$ cat src/rtl/rr_arb6.sv
// rr_arb6: six-way round-robin burst arbiter.
// Grants one requester per burst and drives a registered mux select.
module rr_arb6 #(
  parameter int unsigned MAX_BEATS = 8,
  parameter logic [2:0]  PARK_SEL  = 3'b000
) (
  input  logic       clk,
  input  logic       reset,
  input  logic [5:0] req,
  input  logic [5:0] last,
  input  logic       ready,
  output logic [2:0] sel,
  output logic [5:0] gnt,
  output logic       valid,
  output logic       done
);

  typedef enum logic {
    IDLE,
    GRANT
  } state_t;

  localparam logic [3:0] MAX_B = 4'(MAX_BEATS);

  state_t     state_q, state_d;
  logic [2:0] sel_q, sel_d;
  logic [2:0] ptr_q, ptr_d;
  logic [5:0] gnt_q, gnt_d;
  logic [3:0] beat_q, beat_d;

  logic       xfer;
  logic       rel;
  logic       last_beat;
  logic [2:0] arb_ptr;
  logic [3:0] win;

  function automatic logic [2:0] inc6(input logic [2:0] v);
    return (v == 3'd5) ? 3'd0 : v + 3'd1;
  endfunction

  // {found, index} of the first set req bit searching from p
  function automatic logic [3:0] pick(
    input logic [5:0] r,
    input logic [2:0] p
  );
    logic [2:0] idx;
    logic [3:0] res;
    res = 4'b0;
    idx = p;
    for (int i = 0; i < 6; i++) begin
      if (!res[3] && r[idx]) res = {1'b1, idx};
      idx = inc6(idx);
    end
    return res;
  endfunction

  // Next-state, release detection and same-cycle re-arbitration
  always_comb begin
    state_d   = state_q;
    sel_d     = sel_q;
    gnt_d     = gnt_q;
    ptr_d     = ptr_q;
    beat_d    = beat_q;
    done      = 1'b0;
    valid     = (state_q == GRANT) & req[sel_q];
    xfer      = valid & ready;
    last_beat = (beat_q + 4'd1) == MAX_B;
    rel       = (state_q == GRANT) &
                (~req[sel_q] | (xfer & (last[sel_q] | last_beat)));
    arb_ptr   = rel ? inc6(sel_q) : ptr_q;
    win       = pick(req, arb_ptr);
    unique case (state_q)
      IDLE: begin
        if (win[3]) begin
          state_d = GRANT;
          sel_d   = win[2:0];
          gnt_d   = 6'd1 << win[2:0];
        end else begin
          sel_d = PARK_SEL;
          gnt_d = 6'd0;
        end
      end
      GRANT: begin
        if (rel) begin
          done   = 1'b1;
          ptr_d  = arb_ptr;
          beat_d = 4'd0;
          if (win[3]) begin
            state_d = GRANT;
            sel_d   = win[2:0];
            gnt_d   = 6'd1 << win[2:0];
          end else begin
            state_d = IDLE;
            sel_d   = PARK_SEL;
            gnt_d   = 6'd0;
          end
        end else if (xfer) begin
          beat_d = beat_q + 4'd1;
        end
      end
      default: state_d = IDLE;
    endcase
  end

  // State registers; reset abandons any burst in flight
  always_ff @(posedge clk or posedge reset) begin
    if (reset) begin
      state_q <= IDLE;
      sel_q   <= PARK_SEL;
      gnt_q   <= 6'd0;
      ptr_q   <= 3'd0;
      beat_q  <= 4'd0;
    end else begin
      state_q <= state_d;
      sel_q   <= sel_d;
      gnt_q   <= gnt_d;
      ptr_q   <= ptr_d;
      beat_q  <= beat_d;
    end
  end

  assign sel = sel_q;
  assign gnt = gnt_q;

endmodule

$ cat config.mk
export PLATFORM = sky130hd
export DESIGN_NAME = rr_arb6
export DESIGN_NICKNAME = d
export VERILOG_FILES = /design/src/rtl/rr_arb6.sv
export SDC_FILE = /design/constraint.sdc
export NUM_CORES = 1
export LEC_CHECK = 0
export ABC_AREA = 1
export CORE_ASPECT_RATIO = 0.8
export CORE_UTILIZATION = 50
export DETAILED_ROUTE_END_ITERATION = 16
export PLACE_DENSITY_LB_ADDON = 0.2
export SLEW_MARGIN = 5
export SYNTH_ARGS = -nofsm -noshare
export SYNTH_HDL_FRONTEND = slang
export SYNTH_SLANG_ARGS = --single-unit
$ cat constraint.sdc
create_clock -name clk -period 2.7 [get_ports clk]
set_clock_uncertainty 0.15 [all_clocks]
set_input_delay 0.54 -clock clk [delete_from_list [all_inputs] [get_ports clk]]
set_output_delay 0.54 -clock clk [all_outputs]
set_load 0.01 [all_outputs]
==> results of run 1 <==
-- per-stage QoR --
stage	util	cell area, um2	instances
after detailed placement	0.7192	2496	385
final	0.8580	2978	400
after global placement	0.7192	2496	385
after floorplan	-	1868	273
after CTS	0.8147	2828	398
after global routing	0.8580	2978	400
-- tightest hold or removal path, delay by kind of cell (launching register included) --
kind,cells,cell delay (ns)
flops,1,0.35
simple gates,2,0.11
-- placed cells by master (no fill, tap or decap), drive strengths merged --
cell / instances
clkinv: 1
inv: 28
nand2: 104
clkdlybuf4s50: 11
a21oi: 4
nand4: 8
a32o: 1
buf: 60
nor2: 30
o2111ai: 1
clkbuf: 5
o21ai: 12
nor3: 2
nand3: 55
nand3b: 5
dlygate4sd2: 13
ha: 1
dfrtp: 17
-- logic make-up (layout without fill, tap and decap cells) --
logic type,count (synthesis),after routing
adder cells (fa/ha/maj),1,1
flip-flops,17,17
AND/OR/NAND/NOR,203,204
buffers and inverters,34,118
AO/OA/AOI/OAI,18,18
-- state kept, by name, summed over array words and instances (netlist names) --
signal   flops
sel          3
beat_q       4
ptr_q        3
state_q      1
gnt          6
-- path summary, 6_finish.rpt --
check	startpoint	end	slack (ns)	depth (start not counted)
max in group asynchronous	reset	sel[1]	1.46	2
hold / removal	gnt[3]	gnt[3]	0.34	2
min in group asynchronous	reset	gnt[2]	0.51	2
hold reg to reg	gnt[3]	gnt[3]	0.34	2
setup / recovery	beat_q[1]	gnt[4]	-0.44	22
setup reg to reg	beat_q[1]	gnt[4]	-0.44	22
-- layer usage --
layer,vias up,track usage,part of all wire
met3,39,0.07002,0.10
met5,-,0,0
li1,1072,-,-
met4,0,0.1029,0.043
met1,1096,0.4214,0.39
met2,187,0.5522,0.46
-- layout make-up --
cell class                 instances  area, um2  area share
multi-input combinational        223       1627      0.5462
timing repair buffer              85      705.7      0.2370
sequential                        17      426.7      0.1433
inverter                          29      121.4     0.04076
tap                               42      52.55     0.01765
clock buffer                       4      45.04     0.01513
-- repair_timing --
action | in CTS | in global routing
setup endpoints to repair | 12 | 11
resized for setup | 68 | 32
hold buffers | 0 | 0
pin swaps | 42 | 24
gates cloned | 1 | 0
setup buffers | 8 | 2
==> run_results.csv, run 1 <==
group,metric,value,unit
status,outcome,"finished with violations",
status,violations,"setup timing",
floorplan,core-area,3471,um2
grt,grt_max_degree,18,
routing,drt-total-wl,7427,um
sta,setup_tns,-3.738,ns
critical_path,cp_data_required_time,2.69,ns
logic_synthesis,yosysWarnings,0,
placement,io_buffers,25,
layout,finalNetCount,375,
logic_synthesis,synthAdderAreaFrac,0.006793,
sta,fmax,318.0,MHz
grt,grtUsageTotal,0.3277,
grt,grt-ovfl-total,0,
critical_path,start_kind,"flip-flop",
placement,gp_congestion,0.8651,
sta,fin_ws,-0.4448,ns
sta,whs,0.3407,ns
grt,antenna_found_initial,0,
logic_synthesis,synth_top_family_by_area,"simple AND/OR/NAND/NOR gates",
floorplan,die_h,56.29,um
clock_tree,clock_latency,0.25,ns
critical_path,critPathKind,"reg2reg",
logic_synthesis,syn-instance-count,273,
critical_path,worstPathArrival,3.14,ns
layout,area_delta_synth_final,61.69,%
critical_path,crit_family,"simple AND/OR/NAND/NOR gates",
routing,post-route-drc-count,0,
layout,n_antenna_cell,0,
sta,worst_pin_slew,0.6141,ns
sta,period_share,1.165,
logic_synthesis,synth_xor_area_frac,0,
grt,grt_pass1_wl,10230,um
floorplan,ios,26,
worst_hold_path,worst_hold_path_type,"reg2reg",
sta,drv_slew,0,
clock_tree,cts.sinks,17,
critical_path,crit_chain,"ha_2, nand2_2, nand3b_1, nand3_2, nand2_4, nand2_8, buf_4, nand3_4, nand3_1, nand3_1, nand2_2, nand3_4, nand3_1, o21ai_0, inv_1, nand2_1, nor2_1, nand3_2, nand2_2, inv_2, nand2_1, nand2_1",
clock_tree,cts_buffers,3,
clock_tree,clk_pin_slew,0.07,ns
layout,fill_cells,170,
placement,post-place-ws,-0.6865,ns
critical_path,slowest_delay,0.40,ns
logic_synthesis,synth.distinct_cells,28,
logic_synthesis,synth-simple-area-share,0.6196,
logic_synthesis,synthMuxAreaShare,0,
floorplan,dieArea,3932,um2
logic_synthesis,synth_top_cell_by_area,"dfrtp_1",
sta,rsz0062_at_grt,"true",
routing,avgRoutedWirePerCell,18.57,um
logic_synthesis,syn_area,1842,um2
logic_synthesis,synth_most_common_cell,"nand2_1",
sta,relSlewSlack,0.5901,
logic_synthesis,syn_avg_cell_area,6.746,um2
clock_tree,clock-root-buffer,"clkbuf_8",
logic_synthesis,async_flop_share,1.000,
clock_tree,clockBufferDepth,2,
logic_synthesis,synth_compound_area_frac,0.05367,
logic_synthesis,synth_edf_count,0,
sta,hold_viol,0,
floorplan,die_w,69.86,um
routing,firstDrtPassIters,7,
sta,min_period,3.145,ns
logic_synthesis,synth_common_cells,"76 x nand2_1, 46 x nand3_1, 22 x inv_1",
placement,detailed_place_hpwl,3777,um
logic_synthesis,ys.flop_type,"dfrtp_1",
routing,drt-initial-drc-count,349,
clock_tree,htree_levels,1,
floorplan,fp-row-count,19,
logic_synthesis,syn-num-nets,289,
critical_path,worst-path-buf-inv,3,
routing,vias,2394,
logic_synthesis,ys_ff_latch,17,
layout,drive_above_1_share,0.4497,
logic_synthesis,ys_seq_area_frac,0.2310,
routing,vias_per_cell,5.985,
sta,setup_viol,10,
logic_synthesis,synth.top_cell.area_share,0.2310,
critical_path,slowest_stage,"dfrtp_1",
floorplan,start_util,0.5306,
routing,ant_nets,0,
clock_tree,cts_tree,"done",
critical_path,path_max_fanout,8,
critical_path,cp-end-kind,"flip-flop",
grt,grt_pass1_vias,2196,
logic_synthesis,synth.area.top_cells,"dfrtp_1 23%, nand2_1 15%, nand3_1 13%",
job,cap_violations,0,
Power of run 1 is not shown: default switching activity piles up to over one toggle a cycle in this logic, so the estimate is an artifact.
==> run 2: changes to the inputs <==
--- a/config.mk
+++ b/config.mk
@@ -10,6 +10,7 @@
 export CORE_UTILIZATION = 50
 export DETAILED_ROUTE_END_ITERATION = 16
 export PLACE_DENSITY_LB_ADDON = 0.2
+export SETUP_SLACK_MARGIN = 0.4
 export SLEW_MARGIN = 5
 export SYNTH_ARGS = -nofsm -noshare
 export SYNTH_HDL_FRONTEND = slang
==> run_results.csv, run 2 (synthesis gave the netlist of run 1 again) <==
group,metric,value,unit
status,outcome,"finished with violations",
status,violations,"setup timing",
sta,min_period,3.285,ns
grt,antenna_found_initial,0,
routing,firstDrtPassIters,5,
placement,placed_cell_area,2516,um2
clock_tree,clock-root-buffer,"clkbuf_8",
placement,io_buffers,25,
routing,post-route-drc-count,0,
sta,hold_viol,0,
layout,drive_above_1_share,0.5260,
layout,finalNetCount,382,
grt,grt-ovfl-total,0,
routing,drt-total-wl,8810,um
layout,design_area,3156,um2
clock_tree,clockBufferDepth,2,
critical_path,cp-end-kind,"flip-flop",
placement,post-place-ws,-0.7380,ns
job,cap_violations,0,
grt,grt_max_degree,18,
routing,avgRoutedWirePerCell,21.65,um
layout,largest_reg_flops,6,
critical_path,worstPathArrival,3.33,ns
sta,fmax,304.4,MHz
sta,fin_ws,-0.5848,ns
sta,period_share,1.217,
floorplan,dieArea,3932,um2
routing,ant_nets,0,
routing,vias,2721,
critical_path,path_max_fanout,8,
grt,grt_pass1_vias,2281,
layout,multiInputGateArea,1729,um2
routing,vias_per_cell,6.686,
clock_tree,cts_buffers,3,
grt,grtUsageTotal,0.3215,
sta,drv_slew,0,
clock_tree,cts_tree,"done",
placement,gp_congestion,0.9177,
critical_path,slowest_stage,"dfrtp_2",
grt,grt_pass1_wl,10180,um
critical_path,worst-path-buf-inv,1,
layout,final-seq-area,427.9,um2
clock_tree,cts.sinks,17,
layout,layout_common_cells,"57 x buf_4, 53 x nand2_1, 27 x nand3_1, 25 x nand2_2",
layout,fill_cells,117,
clock_tree,clock_latency,0.26,ns
placement,detailed_place_hpwl,3998,um
sta,rsz0062_at_grt,"true",
routing,drt-initial-drc-count,431,
floorplan,ios,26,
worst_hold_path,worstHoldStart,"gnt[1]",
critical_path,rr_startpoint,"sel[1]",
critical_path,crit_chain,"nand2_2, nor2_1, nor2_1, nand3_1, nand3_2, nand2_4, nand2_8, nand2_8, nand2_1, nand2_2, nand3_1, nand2_2, nand3_4, nand3_1, o21ai_1, inv_1, nand2_1, nor2_1, nand3_1, nor2_1, nand2_1, nand2_1",
layout,area_delta_synth_final,71.33,%
floorplan,fp-row-count,19,
sta,relSlewSlack,0.5830,
critical_path,critPathKind,"reg2reg",
critical_path,cp_data_required_time,2.74,ns
critical_path,r2r_slack,-0.58,ns
floorplan,die_w,69.86,um
floorplan,start_util,0.5306,
clock_tree,htree_levels,1,
critical_path,startpoint,"sel[1]",
sta,setup_viol,11,
critical_path,crit_family,"simple AND/OR/NAND/NOR gates",
sta,worst_pin_slew,0.6249,ns
clock_tree,clk_pin_slew,0.07,ns
worst_hold_path,worst_hold_path_type,"reg2reg",
critical_path,slowest_delay,0.49,ns
floorplan,core-area,3471,um2
layout,n_antenna_cell,0,
floorplan,die_h,56.29,um
critical_path,start_kind,"flip-flop",
layout,layout_commonest_cell,"buf_4",
[run 2: layout make-up]
cell class / count / share of cell area
inverter: 29 / 0.03846
clock buffer: 3 / 0.01308
clock inverter: 1 / 0.001586
sequential: 17 / 0.1356
multi-input combinational: 223 / 0.5480
tap: 42 / 0.01665
timing repair buffer: 92 / 0.2466
[run 2: stage by stage]
step,std cells,hold slack [ns],utilization,TNS (ns)
4_1_cts,403,0.3404,0.8172,-1.738
3_5_place_dp,387,0.3172,0.7249,-7.357
5_1_grt,407,0.3582,0.9092,-6.300
3_3_place_gp,387,0.3191,0.7249,-6.714
2_1_floorplan,273,0.3161,-,-0.01176
6_report,407,0.3451,0.9092,-4.922
[run 2: worst paths after layout]
kind	to	cells after the start
worst max-delay path	gnt[0]	22
worst min-delay path	gnt[1]	2
worst max register to register	gnt[0]	22
worst min register to register	gnt[1]	2
max in group asynchronous	sel[1]	2
min in group asynchronous	beat_q[2]	2
[run 2: repair_timing]
action,CTS,global route
gates resized for setup,69,66
pin swaps,39,35
setup buffers,11,4
hold buffers,0,0
setup endpoints to repair,13,14
cloned,1,0
[run 2: layer usage]
metal / routed length, um / track usage
met5: 0 / 0
met2: 3885 / 0.5234
met1: 3310 / 0.4362
met4: 580 / 0.08286
met3: 1033 / 0.06822
[run 2: worst register-to-register path: stages (launching register included)]
cell	delay, ns
dfrtp_2	0.49
nand2_2	0.12
nor2_1	0.20
nor2_1	0.08
nand3_1	0.11
nand3_2	0.10
nand2_4	0.11
nand2_8	0.10
nand2_8	0.15
nand2_1	0.10
nand2_2	0.13
nand3_1	0.15
nand2_2	0.15
nand3_4	0.13
nand3_1	0.11
o21ai_1	0.08
inv_1	0.08
nand2_1	0.07
nor2_1	0.11
nand3_1	0.14
nor2_1	0.22
nand2_1	0.09
nand2_1	0.07
Power of run 2 is left out for the same reason.
==> run 3: changes to the inputs <==
--- a/config.mk
+++ b/config.mk
@@ -5,9 +5,8 @@
 export SDC_FILE = /design/constraint.sdc
 export NUM_CORES = 1
 export LEC_CHECK = 0
-export ABC_AREA = 1
 export CORE_ASPECT_RATIO = 0.8
-export CORE_UTILIZATION = 50
+export CORE_UTILIZATION = 52
 export DETAILED_ROUTE_END_ITERATION = 16
 export PLACE_DENSITY_LB_ADDON = 0.2
 export SETUP_SLACK_MARGIN = 0.4
==> run_results.csv, run 3 <==
group,metric,value,unit
status,outcome,"stopped before the end",
status,stop_stage,"global routing (5_1_grt)",
status,firstError,"[ERROR GRT-0232] Routing congestion too high. Check the congestion heatmap in the GUI.",
logic_synthesis,synth_common_cells,"41 x nand2_1, 18 x o21ai_0, 17 x dfrtp_1",
clock_tree,htree_levels,1,
floorplan,die_w,75.62,um
placement,detailed_place_hpwl,5829,um
logic_synthesis,synth.top_cell.area_share,0.1887,
grt,grt-ovfl-total,1,
floorplan,start_util,0.5397,
logic_synthesis,ys_seq_area_frac,0.1887,
logic_synthesis,ys.flop_type,"dfrtp_1",
floorplan,fp-row-count,21,
logic_synthesis,synth.area.top_cells,"dfrtp_1 19%, nand2_1 6.8%, mux2i_1 6.7%",
grt,grt_max_degree,18,
logic_synthesis,syn-num-nets,288,
logic_synthesis,yosysWarnings,0,
clock_tree,cts_buffers,3,
logic_synthesis,synth_edf_count,0,
placement,gp_congestion,1.006,
logic_synthesis,synth_most_common_cell,"nand2_1",
floorplan,ios,26,
grt,grtUsageTotal,0.7346,
sta,worst_endpoint,"gnt[2]$_DFFE_PP0P_/D",
clock_tree,hold_buffers,0,
clock_tree,clock-root-buffer,"clkbuf_8",
clock_tree,clockBufferDepth,2,
logic_synthesis,syn_avg_cell_area,8.289,um2
logic_synthesis,syn_area,2255,um2
placement,post-place-ws,-1.186,ns
placement,io_buffers,25,
logic_synthesis,synth_top_cell_by_area,"dfrtp_1",
clock_tree,cts.sinks,17,
sta,worstEpCategory,"register data pin",
floorplan,die_h,60.90,um
logic_synthesis,async_flop_share,1.000,
logic_synthesis,synth.distinct_cells,78,
logic_synthesis,ys_ff_latch,17,
logic_synthesis,syn-instance-count,272,
[run 3: changes by cell type after synthesis, sizes merged, moves of 9 or more]
cell / previous run / this run
nand3: 54 / 11
mux2i: 0 / 15
o21ai: 12 / 21
nand2: 104 / 41
clkbuf: 0 / 13
nor2: 30 / 17
inv: 28 / 9
mux2: 0 / 13
[run 3: cells by family after synthesis]
family	synth area share
simple gates	0.2364
compound gates	0.3169
fa+ha+maj	0.005549
buf+inv	0.07214
xor+xnor	0.003885
mux	0.1765
flops	0.1887
[run 3: what timing repair did]
action                                  4_1_cts
pin swaps                                    35
endpoints found under the hold margin         0
resized for setup                           105
endpoints found under the setup margin       19
buffers inserted                             24
[run 3: metrics by stage]
step | area (um2) | utilization | instances | hold slack [ns]
after floorplan | 2340 | - | 272 | 0.3032
after global placement | 3129 | 0.7490 | 415 | 0.3175
after detailed placement | 3129 | 0.7490 | 415 | 0.3198
after CTS | 3697 | 0.8850 | 443 | 0.3410
[run 3: routing by layer]
metal  overflow  track usage
met5          0       0.1778
met4          0       0.6640
met3          0       0.6296
met2          1       0.8750
met1          0       0.7649
==> run 4: changes to the inputs <==
==> config.mk (replaced) <==
export PLATFORM = sky130hd
export DESIGN_NAME = rr_arb6
export DESIGN_NICKNAME = d
export VERILOG_FILES = /design/src/rtl/rr_arb6.sv
export SDC_FILE = /design/constraint.sdc
export NUM_CORES = 1
export LEC_CHECK = 0
export CORE_UTILIZATION = 40
export DETAILED_ROUTE_END_ITERATION = 16
export PLACE_DENSITY_LB_ADDON = 0.15
export SLEW_MARGIN = 5
export SYNTH_ARGS = -nofsm -noshare
export SYNTH_HDL_FRONTEND = slang
export SYNTH_SLANG_ARGS = --single-unit
==> constraint.sdc (replaced) <==
create_clock -name clk -period 3.51 [get_ports clk]
set_clock_uncertainty 0.15 [all_clocks]
set_input_delay 0.702 -clock clk [delete_from_list [all_inputs] [get_ports clk]]
set_output_delay 0.702 -clock clk [all_outputs]
set_load 0.01 [all_outputs]
==> run_results.csv, run 4 <==
group,metric,value,unit
grt,grt_pass1_vias,2413,
logic_synthesis,ys.flop_type,"dfrtp_1",
routing,vias,2523,
sta,fin_ws,-0.02304,ns
critical_path,crit_chain,"dlygate4sd2_1, mux4_2, a22oi_2, buf_4, nand2_1, buf_4, a21oi_2, or2_4, inv_4, or4_4, o211ai_4, o31ai_4, mux2_4",
sta,relSlewSlack,0.5670,
critical_path,path_common_cell,"buf_4",
logic_synthesis,synth.distinct_cells,78,
routing,post-route-drc-count,0,
floorplan,start_util,0.4278,
critical_path,worst-path-buf-inv,4,
job,cap_violations,0,
logic_synthesis,ys_seq_area_frac,0.1887,
routing,drt-total-wl,7277,um
routing,avgRoutedWirePerCell,17.24,um
logic_synthesis,syn_area,2255,um2
clock_tree,clock_latency,0.25,ns
sta,rsz0062_at_grt,"true",
layout,layout_commonest_cell,"buf_4",
routing,drt-initial-drc-count,196,
logic_synthesis,synth_most_common_cell,"nand2_1",
sta,setup_tns,-0.04548,ns
logic_synthesis,syn_avg_cell_area,8.289,um2
clock_tree,cts.sinks,17,
worst_hold_path,worst_hold_path_type,"reg2reg",
layout,fill_cells,455,
logic_synthesis,ys_ff_latch,17,
floorplan,dieArea,5941,um2
routing,ant_nets,0,
layout,design_area,3306,um2
logic_synthesis,synth_top_cell_by_area,"dfrtp_1",
clock_tree,clk_pin_slew,0.07,ns
routing,firstDrtPassIters,5,
floorplan,die_h,77.08,um
logic_synthesis,synth_common_cells,"41 x nand2_1, 18 x o21ai_0, 17 x dfrtp_1",
clock_tree,clockBufferDepth,2,
floorplan,ios,26,
status,violations,"setup timing",
layout,layout_common_cells,"62 x buf_4, 38 x nand2_1, 17 x dfrtp_1, 15 x nor2_1, 15 x mux2i_1",
logic_synthesis,synth.area.top_cells,"dfrtp_1 19%, nand2_1 6.8%, mux2i_1 6.7%",
floorplan,fp-row-count,26,
layout,final-seq-area,425.4,um2
logic_synthesis,yosysWarnings,0,
critical_path,startpoint,"req[3]",
placement,io_buffers,25,
layout,finalNetCount,369,
critical_path,rr_startpoint,"sel[1]",
critical_path,cp_data_required_time,3.50,ns
critical_path,slowest_stage,"or4_4",
logic_synthesis,synth.top_cell.area_share,0.1887,
layout,area_delta_synth_final,46.61,%
critical_path,start_kind,"input port",
sta,period_share,1.007,
logic_synthesis,async_flop_share,1.000,
placement,detailed_place_hpwl,5264,um
sta,setup_viol,3,
grt,grt_pass1_wl,11870,um
grt,grt_max_degree,18,
clock_tree,cts_tree,"done",
status,outcome,"finished with violations",
sta,min_period,3.533,ns
clock_tree,clock-root-buffer,"clkbuf_8",
sta,fmax,283.0,MHz
placement,gp_congestion,0.9241,
clock_tree,htree_levels,1,
grt,antenna_found_initial,0,
worst_hold_path,worstHoldStart,"gnt[4]",
critical_path,slowest_delay,0.52,ns
layout,n_antenna_cell,0,
grt,grtUsageTotal,0.2468,
critical_path,cp-end-kind,"flip-flop",
layout,utilization,0.6273,
clock_tree,cts_buffers,3,
routing,vias_per_cell,5.979,
grt,grt-ovfl-total,0,
floorplan,die_w,77.08,um
logic_synthesis,syn-instance-count,272,
critical_path,worstPathArrival,3.52,ns
layout,multiInputGateArea,1836,um2
layout,largest_reg_flops,6,
sta,worst_pin_slew,0.6488,ns
logic_synthesis,syn-num-nets,288,
logic_synthesis,synth_edf_count,0,
layout,drive_above_1_share,0.3892,
critical_path,critPathKind,"in2reg",
sta,drv_slew,0,
sta,whs,0.3449,ns
floorplan,core-area,5270,um2
sta,hold_viol,0,
placement,placed_cell_area,2939,um2
critical_path,path_max_fanout,8,
critical_path,crit_family,"multiplexers",
clock_tree,hold_buffers,0,
## run 4: cell counts after synthesis
No cell type changed its count.
## run 4: cell type report
type | instances | share of cell area
Timing Repair Buffer | 98 | 0.2631
Multi-Input combinational cell | 224 | 0.5553
Tap cell | 70 | 0.02650
Clock buffer | 3 | 0.01249
Inverter | 9 | 0.01249
Clock inverter | 1 | 0.001514
Sequential cell | 17 | 0.1287
## run 4: tightest hold or removal path, cell delays in order (launching register included)
cell	delay, ns
dfrtp_1	0.34
nand2_1	0.05
o21ai_1	0.07
## run 4: path summary, 6_finish.rpt
path,to,slack [ns],cells past startpoint
setup / recovery,sel[1],-0.02,13
min in group asynchronous,beat_q[3],0.68,2
setup reg to reg,gnt[2],0.02,13
hold / removal,gnt[4],0.34,2
hold reg to reg,gnt[4],0.34,2
max in group asynchronous,gnt[2],2.11,2
## run 4: per-stage QoR
step | std cells | setup WS [ns]
6_report | 422 | -0.02304
2_1_floorplan | 272 | 0.006422
3_3_place_gp | 403 | -0.6533
4_1_cts | 419 | 0.0001334
3_5_place_dp | 403 | -0.6375
5_1_grt | 422 | -0.1807
## run 4: cell families (layout without fill, tap and decap cells)
| family | Yosys count | count (layout) | synth area share |
|---|---|---|---|
| adders and majority gates | 1 | 1 | 0.005549 |
| buffers and inverters | 31 | 111 | 0.07214 |
| DFF | 17 | 17 | 0.1887 |
| and+or+nand+nor | 104 | 104 | 0.2364 |
| AOI/OAI and AO/OA | 86 | 86 | 0.3169 |
| xor gates and xnor gates | 1 | 1 | 0.003885 |
| muxes | 32 | 32 | 0.1765 |
## run 4: repair_timing
item,CTS,global route
setup endpoints to repair,11,9
gates resized for setup,47,16
setup buffers,11,3
cloned,1,0
pin swaps,17,11
## run 4: per-layer routing
layer	wire length [um]	GRT usage	up-vias
met5	0	0	-
met1	3400	0.3530	1211
met3	359	0.03452	19
met4	143	0.05660	0
met2	3373	0.3902	97
li1	-	-	1196
Power of run 4 is left out for the same reason.
